## src/rtl/serial_subtractor.sv

```systemverilog
// ---------------------------------------------------------------------------
// serial_subtractor
//
// Bit-serial WIDTH-bit subtractor. It computes diff = a - b one bit per clock,
// LSB first, using a single full-subtractor cell and a registered borrow.
// This trades latency for area. The block talks to its controller through a
// start/done handshake.
//
// Ports
//   clk         in   1      system clock; all state changes on the rising edge
//   rst         in   1      synchronous, active-high reset
//   start       in   1      operation request; only looked at while ready=1
//   a           in   WIDTH  minuend, captured when start is accepted
//   b           in   WIDTH  subtrahend, captured when start is accepted
//   ready       out  1      high in IDLE or DONE, when a new start is accepted
//   busy        out  1      high while bits are being shifted through
//   done        out  1      one-cycle pulse; result outputs are valid
//   diff        out  WIDTH  a - b mod 2^WIDTH; held until the next result
//   borrow_out  out  1      high when a < b (unsigned)
//   ovf         out  1      two's-complement overflow of a - b
// ---------------------------------------------------------------------------
module serial_subtractor #(
  parameter int WIDTH = 4
) (
  input  logic             clk,
  input  logic             rst,
  input  logic             start,
  input  logic [WIDTH-1:0] a,
  input  logic [WIDTH-1:0] b,
  output logic             ready,
  output logic             busy,
  output logic             done,
  output logic [WIDTH-1:0] diff,
  output logic             borrow_out,
  output logic             ovf
);

  // One extra counter bit beyond $clog2(WIDTH), so the count can never wrap
  // during an operation, even when WIDTH is a power of two.
  localparam int CW = $clog2(WIDTH) + 1;

  typedef enum logic [1:0] {
    IDLE  = 2'd0,
    SHIFT = 2'd1,
    DONE  = 2'd2
  } state_t;

  state_t           state;
  logic [WIDTH-1:0] sa;
  logic [WIDTH-1:0] sb;
  logic [WIDTH-1:0] res;
  logic             borrow;
  logic [CW-1:0]    cnt;
  logic             a_msb;
  logic             b_msb;

  logic             bit_d;
  logic             borrow_next;
  logic             last_bit;
  logic [WIDTH-1:0] res_next;

  // Full-subtractor cell acting on the current LSBs of the operand shifters.
  assign bit_d       = sa[0] ^ sb[0] ^ borrow;
  assign borrow_next = (~sa[0] & sb[0]) | (~(sa[0] ^ sb[0]) & borrow);

  // Each new difference bit enters at the MSB. After WIDTH shifts, the first
  // (LSB) bit has moved down to bit 0.
  assign res_next = {bit_d, res[WIDTH-1:1]};
  assign last_bit = (cnt == CW'(WIDTH - 1));

  // Controller and datapath in one always_ff block. The handshake outputs are
  // registered next to the state, so they change on the same edge as the
  // state. Result outputs are written only on the edge that leaves SHIFT.
  always_ff @(posedge clk) begin
    if (rst) begin
      state      <= IDLE;
      sa         <= '0;
      sb         <= '0;
      res        <= '0;
      borrow     <= 1'b0;
      cnt        <= '0;
      a_msb      <= 1'b0;
      b_msb      <= 1'b0;
      ready      <= 1'b1;
      busy       <= 1'b0;
      done       <= 1'b0;
      diff       <= '0;
      borrow_out <= 1'b0;
      ovf        <= 1'b0;
    end else begin
      case (state)
        IDLE, DONE: begin
          done <= 1'b0;
          if (start) begin
            sa     <= a;
            sb     <= b;
            res    <= '0;
            borrow <= 1'b0;
            cnt    <= '0;
            a_msb  <= a[WIDTH-1];
            b_msb  <= b[WIDTH-1];
            state  <= SHIFT;
            ready  <= 1'b0;
            busy   <= 1'b1;
          end else begin
            state <= IDLE;
            ready <= 1'b1;
            busy  <= 1'b0;
          end
        end

        SHIFT: begin
          res    <= res_next;
          sa     <= sa >> 1;
          sb     <= sb >> 1;
          borrow <= borrow_next;
          cnt    <= cnt + CW'(1);
          if (last_bit) begin
            // Overflow only happens when the operand signs differ and the
            // result sign does not match the minuend sign. The result sign
            // is the bit produced in this final cycle.
            diff       <= res_next;
            borrow_out <= borrow_next;
            ovf        <= (a_msb != b_msb) & (bit_d != a_msb);
            state      <= DONE;
            done       <= 1'b1;
            ready      <= 1'b1;
            busy       <= 1'b0;
          end
        end

        default: begin
          state <= IDLE;
          ready <= 1'b1;
          busy  <= 1'b0;
          done  <= 1'b0;
        end
      endcase
    end
  end

endmodule

```

## config.mk

```make
export PLATFORM = sky130hd
export DESIGN_NAME = serial_subtractor
export DESIGN_NICKNAME = d
export VERILOG_FILES = /design/src/rtl/serial_subtractor.sv
export SDC_FILE = /design/constraint.sdc
export NUM_CORES = 1
export LEC_CHECK = 0
export CAP_MARGIN = 25
export CORE_MARGIN = 8
export CORE_UTILIZATION = 52
export CTS_BUF_LIST = sky130_fd_sc_hd__clkbuf_2 sky130_fd_sc_hd__clkbuf_4 sky130_fd_sc_hd__clkbuf_8
export CTS_CLUSTER_DIAMETER = 30
export DETAILED_ROUTE_END_ITERATION = 12
export DONT_BUFFER_PORTS = 1
export HOLD_SLACK_MARGIN = 0.05
export PLACE_DENSITY_LB_ADDON = 0.1
export SYNTH_ARGS = -nofsm -noshare
export SYNTH_HDL_FRONTEND = slang
export SYNTH_SLANG_ARGS = --single-unit
```

## constraint.sdc

```tcl
create_clock -name clk -period 3.2 [get_ports clk]
set_input_delay 0.32 -clock clk [delete_from_list [all_inputs] [get_ports clk]]
set_output_delay 0.32 -clock clk [all_outputs]
set_load 0.03 [all_outputs]
```

After elaboration in Yosys (flattened, before gate mapping)
Cells that the tools add are included.

Word-level logic and storage cells: 57. Flip-flop bits (word level): 29.

Bitwise logic cells: 9. Equal/unequal tests: 7. Multiplexer cells: 19. Reduce and logical (&&, ||, !) cells: 7. Add/sub/neg operators: 1.

Operators with widths (count): 4-bit one-hot mux with 2 select lines (3); 4-bit 2-to-1 mux (3); 1-bit 2-to-1 mux (6); 1-bit one-hot mux with 2 select lines (3); 3-bit one-hot mux with 2 select lines (1); 2-bit AND reduction (3); 2-bit inequality test (second input constant) (2); 2-bit one-hot mux with 2 select lines (1); 2-bit OR reduction (2); 3-bit by 1-bit adder with 3-bit output (second input constant) (1); 1-bit bitwise AND (3); 3-bit by 2-bit == test with 1-bit output (second input constant) (1); 3-bit 2-to-1 mux (1); 1-bit NOT (3); 2-bit by 1-bit == test with 1-bit output (second input constant) (1); 2-bit == test (second input constant) (1); 2-bit logical NOT (1); 2-bit 2-to-1 mux (1); 1-bit inequality test (2); 2-bit nonzero test (1); 1-bit bitwise XOR (2); 1-bit bitwise OR (1).

Longest topological paths before layout
Gate-level depths: netlist (run 1).

Depth after elaboration: 5. Depth in mapped cells: 5.

Worst setup path before layout (run 1)
OpenSTA, ideal clock, no wires.

Kind: register to register. Start: register sb[0]. End: register ovf. Clock period less this slack: 1.349 ns. Data arrival time: 1.227 ns. Setup slack: 1.851 ns. Stages on the path, launching flop included: 6. Cells stage by stage: dfxtp_1 inv_1 fa_1 and3b_1 nor3_1 nor3_1.

Longest elaborated chain between the ends: 4.

Ends and longest elaborated chain: start: declaration (line 50) `logic [WIDTH-1:0] sb;`; start signal: assignment (line 115) `sb <= sb >> 1;`; 1-bit bitwise XOR (2 in a row) (line 63) `assign bit_d = sa[0] ^ sb[0] ^ borrow;`; net bit_d (line 57) `logic bit_d;`; 1-bit inequality test (line 124) `ovf <= (a_msb != b_msb) & (bit_d != a_msb);`; 1-bit bitwise AND (line 124); end signal: assignment (line 124); end: declaration (line 35) `output logic ovf`.

The timed path passes the listed nets, and every way through them passes these cells. A chain may end at the register's enable or synchronous reset.

Final worst setup path (run 1)
Start: register cnt[0]. End: register ovf.

Longest elaborated chain between the ends: 2.

Ends and longest elaborated chain: start: declaration (line 53) `logic [CW-1:0] cnt;`; start signal: assignment (line 117) `cnt <= cnt + CW'(1);`; 3-bit by 2-bit == test with 1-bit output (line 69) `assign last_bit = (cnt == CW'(WIDTH - 1));`; 2-bit AND reduction (no line).

Every way passes these cells.

==> impl_metrics.xml, run 1 <==
<?xml version="1.0" encoding="UTF-8"?>
<metrics>
  <group name="power">
    <metric name="power_density" unit="nW/um^2">533</metric>
    <metric name="power_leakage" unit="nW">0.444</metric>
    <metric name="ir_worst_vdd" unit="mV">0.289</metric>
  </group>
  <group name="yosys">
    <metric name="gate_count_post_synth" unit="">132</metric>
    <metric name="yosysSeqAreaShare" unit="">0.444</metric>
    <metric name="yosys_register_bits" unit="">28</metric>
    <metric name="synth_warnings" unit="">0</metric>
    <metric name="synth.avg_cell_area" unit="sq um">9.55</metric>
    <metric name="ys_types" unit="">26</metric>
    <metric name="syn_area" unit="sq um">1260</metric>
    <metric name="syn_nets" unit="">146</metric>
  </group>
  <group name="route">
    <metric name="route.detailed.vias_per_inst" unit="">5.36</metric>
    <metric name="ant_nets" unit="">0</metric>
    <metric name="route.vias.total" unit="">847</metric>
    <metric name="drt-wirelength-per-cell" unit="um">14.2</metric>
    <metric name="top_layer_used" unit="">met4</metric>
    <metric name="dr_wl_met2" unit="um">981</metric>
    <metric name="drt_wl_total" unit="mm">2.25</metric>
    <metric name="drtPass1Iterations" unit="">4</metric>
    <metric name="routed-wl-met3" unit="um">204</metric>
    <metric name="drc" unit="">0</metric>
    <metric name="met1_length" unit="mm">1.05</metric>
    <metric name="detailed_route_iter0_violations" unit="">60</metric>
  </group>
  <group name="critical_path">
    <metric name="worstPathMaxFanout" unit="">12</metric>
    <metric name="crit_arrival" unit="ps">1890</metric>
    <metric name="critical_path_class" unit="">flop to flop</metric>
    <metric name="critical_path_sink_type" unit="">flop</metric>
    <metric name="crit_chain" unit="">ha_1 &gt; ha_1 &gt; nand3b_1 &gt; nor3_1 &gt; nor3_1</metric>
    <metric name="cp-start-kind" unit="">flop</metric>
    <metric name="critical_path_top_delay_cell" unit="">ha_1</metric>
    <metric name="crit_path_max_delay_family" unit="">simple AND/OR/NAND/NOR gates</metric>
    <metric name="cp_num_buf_inv" unit="">0</metric>
    <metric name="crit_path_max_incr_delay" unit="ps">410</metric>
    <metric name="required" unit="ps">3430</metric>
  </group>
  <group name="cts">
    <metric name="cts-resized-gates" unit="">0</metric>
    <metric name="cts_tree" unit="">done</metric>
    <metric name="cts-htree-levels" unit="">1</metric>
    <metric name="path_clk_slew" unit="ps">150</metric>
    <metric name="cts_hold_repair.buffers" unit="">1</metric>
    <metric name="postCtsSetupBuffers" unit="">0</metric>
    <metric name="tritoncts.num_buffers" unit="">3</metric>
    <metric name="worst_skew_pair.late_latency" unit="ps">320</metric>
    <metric name="clock_sink_total" unit="">28</metric>
    <metric name="cts_root_buffer_type" unit="">clkbuf_4</metric>
    <metric name="max-clock-path-buffers" unit="">2</metric>
  </group>
  <group name="cells_and_area">
    <metric name="layout.cells.most_common" unit="">dfxtp_1</metric>
    <metric name="layout-drive-gt1-share" unit="">0.188</metric>
    <metric name="finalNonFillerCells" unit="">158</metric>
    <metric name="number_of_nets_in_the_final_layout" unit="">143</metric>
    <metric name="areaGrowthSynthToFinish" unit="%">3.37</metric>
    <metric name="layout_common_cells" unit="">dfxtp_1 (28), nand2_1 (23), a21oi_1 (12), nor2_1 (9)</metric>
    <metric name="antenna_cells" unit="">0</metric>
    <metric name="final_core_util" unit="">0.546</metric>
  </group>
  <group name="placement">
    <metric name="routabilityCongestion" unit="">0.690</metric>
    <metric name="pre_cts_slack" unit="ps">1520</metric>
    <metric name="io_buffer_count" unit="">0</metric>
    <metric name="detailed_place_hpwl" unit="mm">1.48</metric>
    <metric name="place_inst" unit="">151</metric>
  </group>
  <group name="sta">
    <metric name="final_critical_path_setup_slack" unit="ps">1540</metric>
    <metric name="setup_tns" unit="ps">0</metric>
    <metric name="final_min_period_over_clock_period" unit="">0.518</metric>
    <metric name="worstMarginPinSlew" unit="ps">858</metric>
    <metric name="skew" unit="ps">6.62</metric>
    <metric name="maxSlewHeadroom" unit="">0.428</metric>
    <metric name="fmax" unit="MHz">603</metric>
    <metric name="timing_max_transition_violations_final" unit="">0</metric>
    <metric name="finalSetupViolations" unit="">0</metric>
    <metric name="rsz_0062_raised_after_global_routing" unit="">no</metric>
    <metric name="min_period" unit="ps">1660</metric>
    <metric name="finalHoldViolCount" unit="">0</metric>
  </group>
  <group name="job">
    <metric name="maxCapViolations" unit="">0</metric>
  </group>
  <group name="floorplan">
    <metric name="core_area" unit="sq um">2390</metric>
    <metric name="initial_util" unit="">0.528</metric>
    <metric name="floorplan.rows" unit="">18</metric>
    <metric name="io_pins" unit="">20</metric>
    <metric name="chipHeight" unit="um">65.3</metric>
    <metric name="die_x" unit="um">65.3</metric>
    <metric name="design.die.area" unit="sq um">4260</metric>
  </group>
  <group name="status">
    <metric name="run_status" unit="">finished clean</metric>
  </group>
  <group name="grt">
    <metric name="grt_antenna_before_repair" unit="">0</metric>
    <metric name="grt_start_max_net_pins" unit="">28</metric>
    <metric name="first_global_vias" unit="">874</metric>
    <metric name="grt_pass1_wl" unit="mm">3.88</metric>
    <metric name="grt-ovfl-total" unit="">0</metric>
    <metric name="grt.total_usage" unit="">0.112</metric>
  </group>
  <group name="worst_hold_path">
    <metric name="worst_hold_path_type" unit="">primary input to flop</metric>
  </group>
</metrics>
[cells in the mapped netlist]
library cell / n / area, sq um
nand3_2: 6 / 60.1
a311oi_2: 6 / 90.1
a21oi_1: 12 / 60.1
buf_6: 5 / 56.3
nand2_1: 23 / 86.3
a21oi_2: 5 / 43.8
clkbuf_1: 1 / 3.75
nor3b_1: 2 / 15.0
nand3b_1: 2 / 15.0
o21bai_1: 1 / 7.51
nand3_1: 6 / 30.0
fa_1: 1 / 20.0
nor3_1: 4 / 20.0
buf_12: 1 / 20.0
ha_1: 2 / 25.0
nor2b_1: 1 / 6.26
inv_1: 3 / 11.3
nor2_1: 9 / 33.8
o21a_1: 1 / 7.51
dfxtp_1: 28 / 561
and3b_1: 1 / 8.76
nand2b_1: 5 / 31.3
mux2i_1: 1 / 10.0
and2b_4: 1 / 10.0
buf_2: 4 / 20.0
a311oi_1: 1 / 8.76
[sequential cells by signal (all words and copies together) (netlist names), 2 cells and up]
register / count
state: 2
sa: 4
cnt: 3
sb: 4
diff: 4
res: 3
[layout make-up]
class / instances / area, sq um
Inverter: 3 / 11.3
Multi-Input combinational cell: 90 / 589
Clock inverter: 1 / 30.0
Sequential cell: 28 / 561
Tap cell: 30 / 37.5
Fill cell: 232 / 1080
Timing Repair Buffer: 3 / 52.6
Clock buffer: 3 / 22.5
[path summary, 6_finish.rpt]
| kind | startpoint | to | slack, ps | cells after the start |
|---|---|---|---|---|
| worst max-delay path | cnt[0] | ovf | 1540 | 5 |
| worst min-delay path | rst | ready | 90 | 1 |
| worst max register to register | cnt[0] | ovf | 1540 | 5 |
| worst min register to register | a_msb | a_msb | 470 | 2 |
[metal layers]
layer	track usage	vias to the layer above
met2	0.170	21
li1	-	441
met1	0.141	383
met3	0.0391	2
met4	0.0490	0
met5	0	-
[cells by family (layout without fill, tap and decap cells)]
| logic type | Yosys count | in the layout | synth area share |
|---|---|---|---|
| mux | 1 | 1 | 0.00794 |
| buf+inv | 14 | 10 | 0.0883 |
| compound gates | 26 | 26 | 0.173 |
| flops | 28 | 28 | 0.444 |
| simple gates | 60 | 60 | 0.251 |
| fa+ha+maj | 3 | 3 | 0.0357 |
[stage by stage]
step / area, sq um / power, W / hold slack [ps]
5_1_grt: 1300 / 0.000727 / 78.1
3_5_place_dp: 1200 / 0.000458 / 388
4_1_cts: 1260 / 0.000697 / 77.5
2_1_floorplan: 1260 / 0.000465 / 440
6_report: 1300 / 0.000694 / 93.2
3_3_place_gp: 1200 / 0.000455 / 388
[worst reg2reg max path, stage by stage, from the launching register on]
cell,delay (ps)
dfxtp_1,390
ha_1,170
ha_1,410
nand3b_1,280
nor3_1,240
nor3_1,70
[where the power goes]
| group | switching, W | internal (W) | total [W] |
|---|---|---|---|
| clock network | 0.000103 | 0.000127 | 0.000229 |
| logic | 0.0000510 | 0.0000337 | 0.0000847 |
| registers | 0.0000151 | 0.000365 | 0.000380 |
| total | 0.000169 | 0.000526 | 0.000694 |
No activity file was read; power rests on OpenSTA's default activity.
==> run 2: changes to the inputs <==
--- a/config.mk
+++ b/config.mk
@@ -5,6 +5,7 @@
 export SDC_FILE = /design/constraint.sdc
 export NUM_CORES = 1
 export LEC_CHECK = 0
+export ABC_AREA = 1
 export CAP_MARGIN = 25
 export CORE_MARGIN = 8
 export CORE_UTILIZATION = 52
==> constraint.sdc (replaced) <==
create_clock -name clk -period 1.4 [get_ports clk]
set_input_delay 0.14 -clock clk [delete_from_list [all_inputs] [get_ports clk]]
set_output_delay 0.14 -clock clk [all_outputs]
set_load 0.03 [all_outputs]
==> impl_metrics.xml, run 2 <==
<?xml version="1.0" encoding="UTF-8"?>
<metrics>
  <group name="status">
    <metric name="run_status" unit="">finished clean</metric>
  </group>
  <group name="yosys">
    <metric name="asyncSetResetFlopFracSynth" unit="">0</metric>
    <metric name="syn_nets" unit="">174</metric>
    <metric name="yosys_register_bits" unit="">28</metric>
    <metric name="yosysSeqAreaShare" unit="">0.446</metric>
    <metric name="synth.avg_cell_area" unit="sq um">7.85</metric>
    <metric name="syn_area" unit="sq um">1260</metric>
    <metric name="synth_commonest_cells" unit="">nand2_1 (30), dfxtp_1 (28), inv_1 (24)</metric>
    <metric name="synth_warnings" unit="">0</metric>
    <metric name="synth_enable_flop_cells" unit="">0</metric>
    <metric name="gate_count_post_synth" unit="">160</metric>
    <metric name="synth.most_common_cell" unit="">nand2_1</metric>
    <metric name="yosys.area.top_type_share" unit="">0.446</metric>
    <metric name="synth-main-ff-cell" unit="">dfxtp_1</metric>
    <metric name="synthDominantAreaCellType" unit="">dfxtp_1</metric>
    <metric name="synth.top_cells.by_area" unit="">dfxtp_1 (45%), nand2_1 (9.0%), nand3_1 (8.4%), inv_1 (7.2%), buf_6 (3.6%)</metric>
    <metric name="ys_types" unit="">23</metric>
  </group>
  <group name="critical_path">
    <metric name="worst-r2r-setup-slack" unit="ps">90</metric>
    <metric name="cp-startpoint" unit="">sb[0]</metric>
    <metric name="cp-start-kind" unit="">flop</metric>
    <metric name="required" unit="ps">1660</metric>
    <metric name="worst_r2r_path_depth" unit="">7</metric>
    <metric name="reg2reg_from" unit="">sb[0]</metric>
    <metric name="worstPathMaxFanout" unit="">3</metric>
    <metric name="rr_endpoint" unit="">ovf</metric>
    <metric name="critical_path_class" unit="">flop to flop</metric>
    <metric name="critical_path_sink_type" unit="">flop</metric>
    <metric name="crit_arrival" unit="ps">1560</metric>
  </group>
  <group name="cts">
    <metric name="cts_root_buffer_type" unit="">clkbuf_4</metric>
    <metric name="path_clk_slew" unit="ps">160</metric>
    <metric name="clock_sink_total" unit="">28</metric>
    <metric name="max-clock-path-buffers" unit="">2</metric>
    <metric name="worst_skew_pair.late_latency" unit="ps">330</metric>
    <metric name="tritoncts.num_buffers" unit="">3</metric>
    <metric name="postCtsSetupBuffers" unit="">0</metric>
    <metric name="cts-htree-levels" unit="">1</metric>
    <metric name="cts_tree" unit="">done</metric>
  </group>
  <group name="sta">
    <metric name="setup_tns" unit="ps">0</metric>
    <metric name="rsz_0062_raised_after_global_routing" unit="">no</metric>
    <metric name="hold_ws" unit="ps">91.0</metric>
    <metric name="final_min_period_over_clock_period" unit="">0.934</metric>
    <metric name="fmax" unit="MHz">765</metric>
    <metric name="min_period" unit="ps">1310</metric>
    <metric name="timing_max_transition_violations_final" unit="">0</metric>
    <metric name="worstMarginPinSlew" unit="ps">344</metric>
    <metric name="finalSetupViolations" unit="">0</metric>
    <metric name="skew" unit="ps">12.6</metric>
    <metric name="maxSlewHeadroom" unit="">0.770</metric>
    <metric name="finalHoldViolCount" unit="">0</metric>
  </group>
  <group name="placement">
    <metric name="io_buffer_count" unit="">0</metric>
    <metric name="detailed_place_hpwl" unit="mm">1.73</metric>
    <metric name="routabilityCongestion" unit="">0.766</metric>
  </group>
  <group name="route">
    <metric name="detailed_route_iter0_violations" unit="">51</metric>
    <metric name="route.vias.total" unit="">973</metric>
    <metric name="drt_wl_total" unit="mm">2.40</metric>
    <metric name="drc" unit="">0</metric>
    <metric name="dr_wl_met2" unit="mm">1.15</metric>
    <metric name="ant_nets" unit="">0</metric>
    <metric name="top_layer_used" unit="">met4</metric>
    <metric name="routed-wl-met3" unit="um">111</metric>
    <metric name="met1_length" unit="mm">1.13</metric>
    <metric name="drt-wirelength-per-cell" unit="um">12.0</metric>
    <metric name="drtPass1Iterations" unit="">4</metric>
    <metric name="route.detailed.vias_per_inst" unit="">4.87</metric>
  </group>
  <group name="grt">
    <metric name="grt.total_usage" unit="">0.125</metric>
    <metric name="grt-ovfl-total" unit="">0</metric>
    <metric name="grt_antenna_before_repair" unit="">0</metric>
    <metric name="grt_pass1_wl" unit="mm">4.24</metric>
    <metric name="grt_start_max_net_pins" unit="">21</metric>
    <metric name="first_global_vias" unit="">939</metric>
  </group>
  <group name="cells_and_area">
    <metric name="multiInputGateArea" unit="sq um">527</metric>
    <metric name="layout-drive-gt1-share" unit="">0.124</metric>
    <metric name="layout_common_cells" unit="">nand2_1 (30), dfxtp_1 (27), inv_1 (24), nand3_1 (21), nor2_1 (11)</metric>
    <metric name="number_of_nets_in_the_final_layout" unit="">185</metric>
    <metric name="areaGrowthSynthToFinish" unit="%">11.9</metric>
    <metric name="area.sequential" unit="sq um">562</metric>
    <metric name="layout.cells.most_common" unit="">nand2_1</metric>
    <metric name="n_fill_cell" unit="">243</metric>
    <metric name="largest_registers" unit="">diff: 4 flops, sa: 4 flops, sb: 4 flops</metric>
    <metric name="antenna_cells" unit="">0</metric>
  </group>
  <group name="floorplan">
    <metric name="floorplan.rows" unit="">18</metric>
    <metric name="core_area" unit="sq um">2390</metric>
    <metric name="die_x" unit="um">65.2</metric>
    <metric name="initial_util" unit="">0.526</metric>
    <metric name="chipHeight" unit="um">65.2</metric>
    <metric name="io_pins" unit="">20</metric>
    <metric name="design.die.area" unit="sq um">4240</metric>
  </group>
  <group name="worst_hold_path">
    <metric name="holdCritStartpoint" unit="">rst</metric>
    <metric name="worst_hold_path_type" unit="">primary input to flop</metric>
    <metric name="holdPathEnd" unit="">cnt[1]</metric>
    <metric name="min_delay_path_depth" unit="">3</metric>
  </group>
  <group name="job">
    <metric name="maxCapViolations" unit="">0</metric>
  </group>
  <group name="power">
    <metric name="ir_worst_vdd" unit="mV">0.696</metric>
    <metric name="fin_total_pwr" unit="W">0.00163</metric>
    <metric name="power_density" unit="nW/um^2">1160</metric>
    <metric name="power_leakage" unit="nW">0.604</metric>
  </group>
</metrics>
## run 2: metrics by stage
step / cells / area (sq um) / worst slack, ps / utilization
after CTS: 200 / 1400 / 85.3 / 0.588
after floorplan: 160 / 1260 / 157 / -
after detailed placement: 187 / 1260 / 102 / 0.528
after global routing: 200 / 1410 / 1.85 / 0.589
after global placement: 187 / 1260 / 111 / 0.528
final: 200 / 1410 / 92.7 / 0.589
## run 2: how the worst max path moves through the flow
stage / endpoint / slack, ps / cells after the start
final: ovf / 90 / 7
after global routing: ovf / 2 / 7
after CTS: ovf / 90 / 7
after detailed placement: ovf / 100 / 7
after global placement: ovf / 110 / 7
after floorplan: ovf / 160 / 7
## run 2: kinds of logic after synthesis
group,after synthesis,share of synthesized area
simple gates,76,0.297
buf+inv,34,0.134
compound gates,19,0.0867
fa+ha+maj,3,0.0359
flops,28,0.446
## run 2: final cells by class
class,instances,share of cell area
clock buffer,3,0.0160
sequential,28,0.400
clock inverter,1,0.0214
multi-input combinational,98,0.375
timing repair buffer,13,0.0855
inverter,27,0.0757
tap,30,0.0267
## run 2: per-layer routing
| layer | vias up | track usage |
|---|---|---|
| li1 | 523 | - |
| met1 | 437 | 0.145 |
| met2 | 11 | 0.209 |
| met3 | 2 | 0.0391 |
| met4 | 0 | 0.0490 |
| met5 | - | 0 |
## run 2: critical path, stage by stage, from the launching register on
cell and delay (ps):
dfxtp_1 340, inv_1 60, fa_1 520, inv_1 70, nand3_1 80, nand2_1 50
nor2_1 80, nor2_1 50
## run 2: power breakdown
group	switching (W)	internal (W)	leakage, nW
clock network	0.000243	0.000290	0.0279
registers	0.0000314	0.000839	0.229
logic	0.000139	0.0000920	0.347
total	0.000413	0.00122	0.604
## run 2: repair_timing
action                                  CTS  global route
endpoints found under the setup margin    0             1
gates resized for setup                   0             1
hold buffers                              9             0
hold endpoints to repair                 14             0
==> run 3: changes to the inputs <==
--- a/config.mk
+++ b/config.mk
@@ -5,7 +5,7 @@
 export SDC_FILE = /design/constraint.sdc
 export NUM_CORES = 1
 export LEC_CHECK = 0
-export ABC_AREA = 1
+export ABC_AREA = 0
 export CAP_MARGIN = 25
 export CORE_MARGIN = 8
 export CORE_UTILIZATION = 52
==> impl_metrics.xml, run 3 (synthesized netlist as in run 1, its figures left out) <==
<?xml version="1.0" encoding="UTF-8"?>
<metrics>
  <group name="critical_path">
    <metric name="crit_path_max_delay_family" unit="">adder cells</metric>
    <metric name="crit_arrival" unit="ps">1640</metric>
    <metric name="cp_num_buf_inv" unit="">3</metric>
    <metric name="required" unit="ps">1670</metric>
    <metric name="critical_path_top_delay_cell" unit="">fa_1</metric>
    <metric name="crit_path_max_incr_delay" unit="ps">550</metric>
    <metric name="worstPathMaxFanout" unit="">3</metric>
    <metric name="cp-start-kind" unit="">flop</metric>
    <metric name="critical_path_class" unit="">flop to flop</metric>
    <metric name="crit_chain" unit="">inv_2 &gt; fa_1 &gt; buf_4 &gt; buf_6 &gt; nand2_4 &gt; a21oi_2</metric>
    <metric name="critical_path_sink_type" unit="">flop</metric>
    <metric name="worst-r2r-setup-slack" unit="ps">30</metric>
  </group>
  <group name="route">
    <metric name="drt_wl_total" unit="mm">2.36</metric>
    <metric name="route.vias.total" unit="">920</metric>
    <metric name="drc" unit="">0</metric>
    <metric name="ant_nets" unit="">0</metric>
    <metric name="route.detailed.vias_per_inst" unit="">5.20</metric>
    <metric name="detailed_route_iter0_violations" unit="">35</metric>
    <metric name="drt-wirelength-per-cell" unit="um">13.3</metric>
    <metric name="drtPass1Iterations" unit="">4</metric>
  </group>
  <group name="placement">
    <metric name="detailed_place_hpwl" unit="mm">1.50</metric>
    <metric name="pre_cts_slack" unit="ps">-28.0</metric>
    <metric name="io_buffer_count" unit="">0</metric>
    <metric name="place_inst" unit="">158</metric>
    <metric name="placed_cell_area" unit="sq um">1280</metric>
    <metric name="routabilityCongestion" unit="">0.691</metric>
  </group>
  <group name="grt">
    <metric name="grt_start_max_net_pins" unit="">29</metric>
    <metric name="grt-ovfl-total" unit="">0</metric>
    <metric name="grt_antenna_before_repair" unit="">0</metric>
    <metric name="first_global_vias" unit="">898</metric>
    <metric name="grt.total_usage" unit="">0.121</metric>
    <metric name="grt_pass1_wl" unit="mm">4.13</metric>
  </group>
  <group name="cells_and_area">
    <metric name="layout_common_cells" unit="">dfxtp_1 (24), nand2_1 (22), a21oi_1 (12)</metric>
    <metric name="largest_registers" unit="">diff: 4 flops, sa: 4 flops, sb: 4 flops</metric>
    <metric name="finalNonFillerCells" unit="">177</metric>
    <metric name="areaGrowthSynthToFinish" unit="%">19.1</metric>
    <metric name="antenna_cells" unit="">0</metric>
    <metric name="layout-drive-gt1-share" unit="">0.299</metric>
    <metric name="n_fill_cell" unit="">223</metric>
    <metric name="number_of_nets_in_the_final_layout" unit="">162</metric>
    <metric name="layout.cells.most_common" unit="">dfxtp_1</metric>
    <metric name="fin_area" unit="sq um">1500</metric>
  </group>
  <group name="sta">
    <metric name="finalSetupViolations" unit="">0</metric>
    <metric name="maxSlewHeadroom" unit="">0.778</metric>
    <metric name="worstMarginPinSlew" unit="ps">332</metric>
    <metric name="hold_ws" unit="ps">187</metric>
    <metric name="rsz_0062_raised_after_global_routing" unit="">yes</metric>
    <metric name="skew" unit="ps">3.44</metric>
    <metric name="final_min_period_over_clock_period" unit="">0.979</metric>
    <metric name="finalHoldViolCount" unit="">0</metric>
    <metric name="timing_max_transition_violations_final" unit="">0</metric>
    <metric name="final_critical_path_setup_slack" unit="ps">29.7</metric>
    <metric name="min_period" unit="ps">1370</metric>
    <metric name="fmax" unit="MHz">730</metric>
  </group>
  <group name="power">
    <metric name="fin_total_pwr" unit="W">0.00166</metric>
    <metric name="ir_worst_vdd" unit="mV">0.786</metric>
    <metric name="share_clk_of_total_power" unit="">0.313</metric>
    <metric name="power_leakage" unit="nW">0.549</metric>
    <metric name="sequential_fraction_of_design_power" unit="">0.522</metric>
    <metric name="power_density" unit="nW/um^2">1110</metric>
    <metric name="netSwitchingPower" unit="W">0.000402</metric>
    <metric name="p_comb_frac" unit="">0.165</metric>
    <metric name="cell_internal_pwr" unit="W">0.00126</metric>
    <metric name="switching_share" unit="">0.242</metric>
  </group>
  <group name="cts">
    <metric name="cts_root_buffer_type" unit="">clkbuf_4</metric>
    <metric name="cts-htree-levels" unit="">1</metric>
    <metric name="cts_tree" unit="">done</metric>
    <metric name="max-clock-path-buffers" unit="">2</metric>
    <metric name="path_clk_slew" unit="ps">150</metric>
    <metric name="tritoncts.num_buffers" unit="">3</metric>
    <metric name="worst_skew_pair.late_latency" unit="ps">320</metric>
    <metric name="clock_sink_total" unit="">28</metric>
  </group>
  <group name="job">
    <metric name="maxCapViolations" unit="">0</metric>
  </group>
  <group name="floorplan">
    <metric name="core_area" unit="sq um">2390</metric>
    <metric name="chipHeight" unit="um">65.3</metric>
    <metric name="design.die.area" unit="sq um">4260</metric>
    <metric name="die_x" unit="um">65.3</metric>
    <metric name="floorplan.rows" unit="">18</metric>
    <metric name="initial_util" unit="">0.528</metric>
    <metric name="io_pins" unit="">20</metric>
  </group>
  <group name="worst_hold_path">
    <metric name="worst_hold_path_type" unit="">primary input to flop</metric>
  </group>
  <group name="status">
    <metric name="run_status" unit="">finished clean</metric>
  </group>
</metrics>
[run 3: power groups by stage]
stage | Clock (W) | Combinational (W) | Sequential (W)
6_report | 0.000521 | 0.000274 | 0.000867
2_1_floorplan | 0 | 0.000183 | 0.000880
5_1_grt | 0.000564 | 0.000304 | 0.000872
3_5_place_dp | 0 | 0.000192 | 0.000881
3_3_place_gp | 0 | 0.000190 | 0.000880
4_1_cts | 0.000536 | 0.000253 | 0.000865
[run 3: what timing repair did]
item | 4_1_cts | 5_1_grt
setup buffers | 2 | 3
pin swaps | 4 | 6
endpoints found under the setup margin | 1 | 7
hold endpoints to repair | 28 | 0
hold buffers | 10 | 0
resized for setup | 3 | 8
[run 3: routing by layer]
layer  vias to the layer above  track usage  wire length (um)
li1                        482            -                 -
met1                       418        0.159              1140
met2                        18        0.182              1060
met3                         2       0.0357               134
met4                         0       0.0490                12
met5                         -            0                 0
[run 3: worst paths after layout]
kind                from  endpoint  cells after the start
setup / recovery   sb[0]    res[3]                      6
hold reg to reg   res[1]   diff[0]                      2
hold / removal     start      busy                      3
setup reg to reg   sb[0]    res[3]                      6
[run 3: tightest hold or removal path, cell delays in order]
cell	delay, ps
nand2b_1	90
buf_12	170
a21oi_1	70
[run 3: cell type report]
| class | instances | area [sq um] | area share |
|---|---|---|---|
| inverters | 3 | 11.3 | 0.00749 |
| clock buffers | 3 | 22.5 | 0.0150 |
| flip-flops and latches | 28 | 566 | 0.376 |
| multi-input cells | 90 | 607 | 0.404 |
| well taps | 30 | 37.5 | 0.0250 |
| repair buffers | 22 | 229 | 0.152 |
| clock inverters | 1 | 30.0 | 0.0200 |
[run 3: stage by stage]
stage / util / setup TNS [ps]
2_1_floorplan: - / 0
3_3_place_gp: 0.535 / 0
3_5_place_dp: 0.535 / -28.0
4_1_cts: 0.612 / 0
5_1_grt: 0.629 / -25.8
6_report: 0.629 / 0
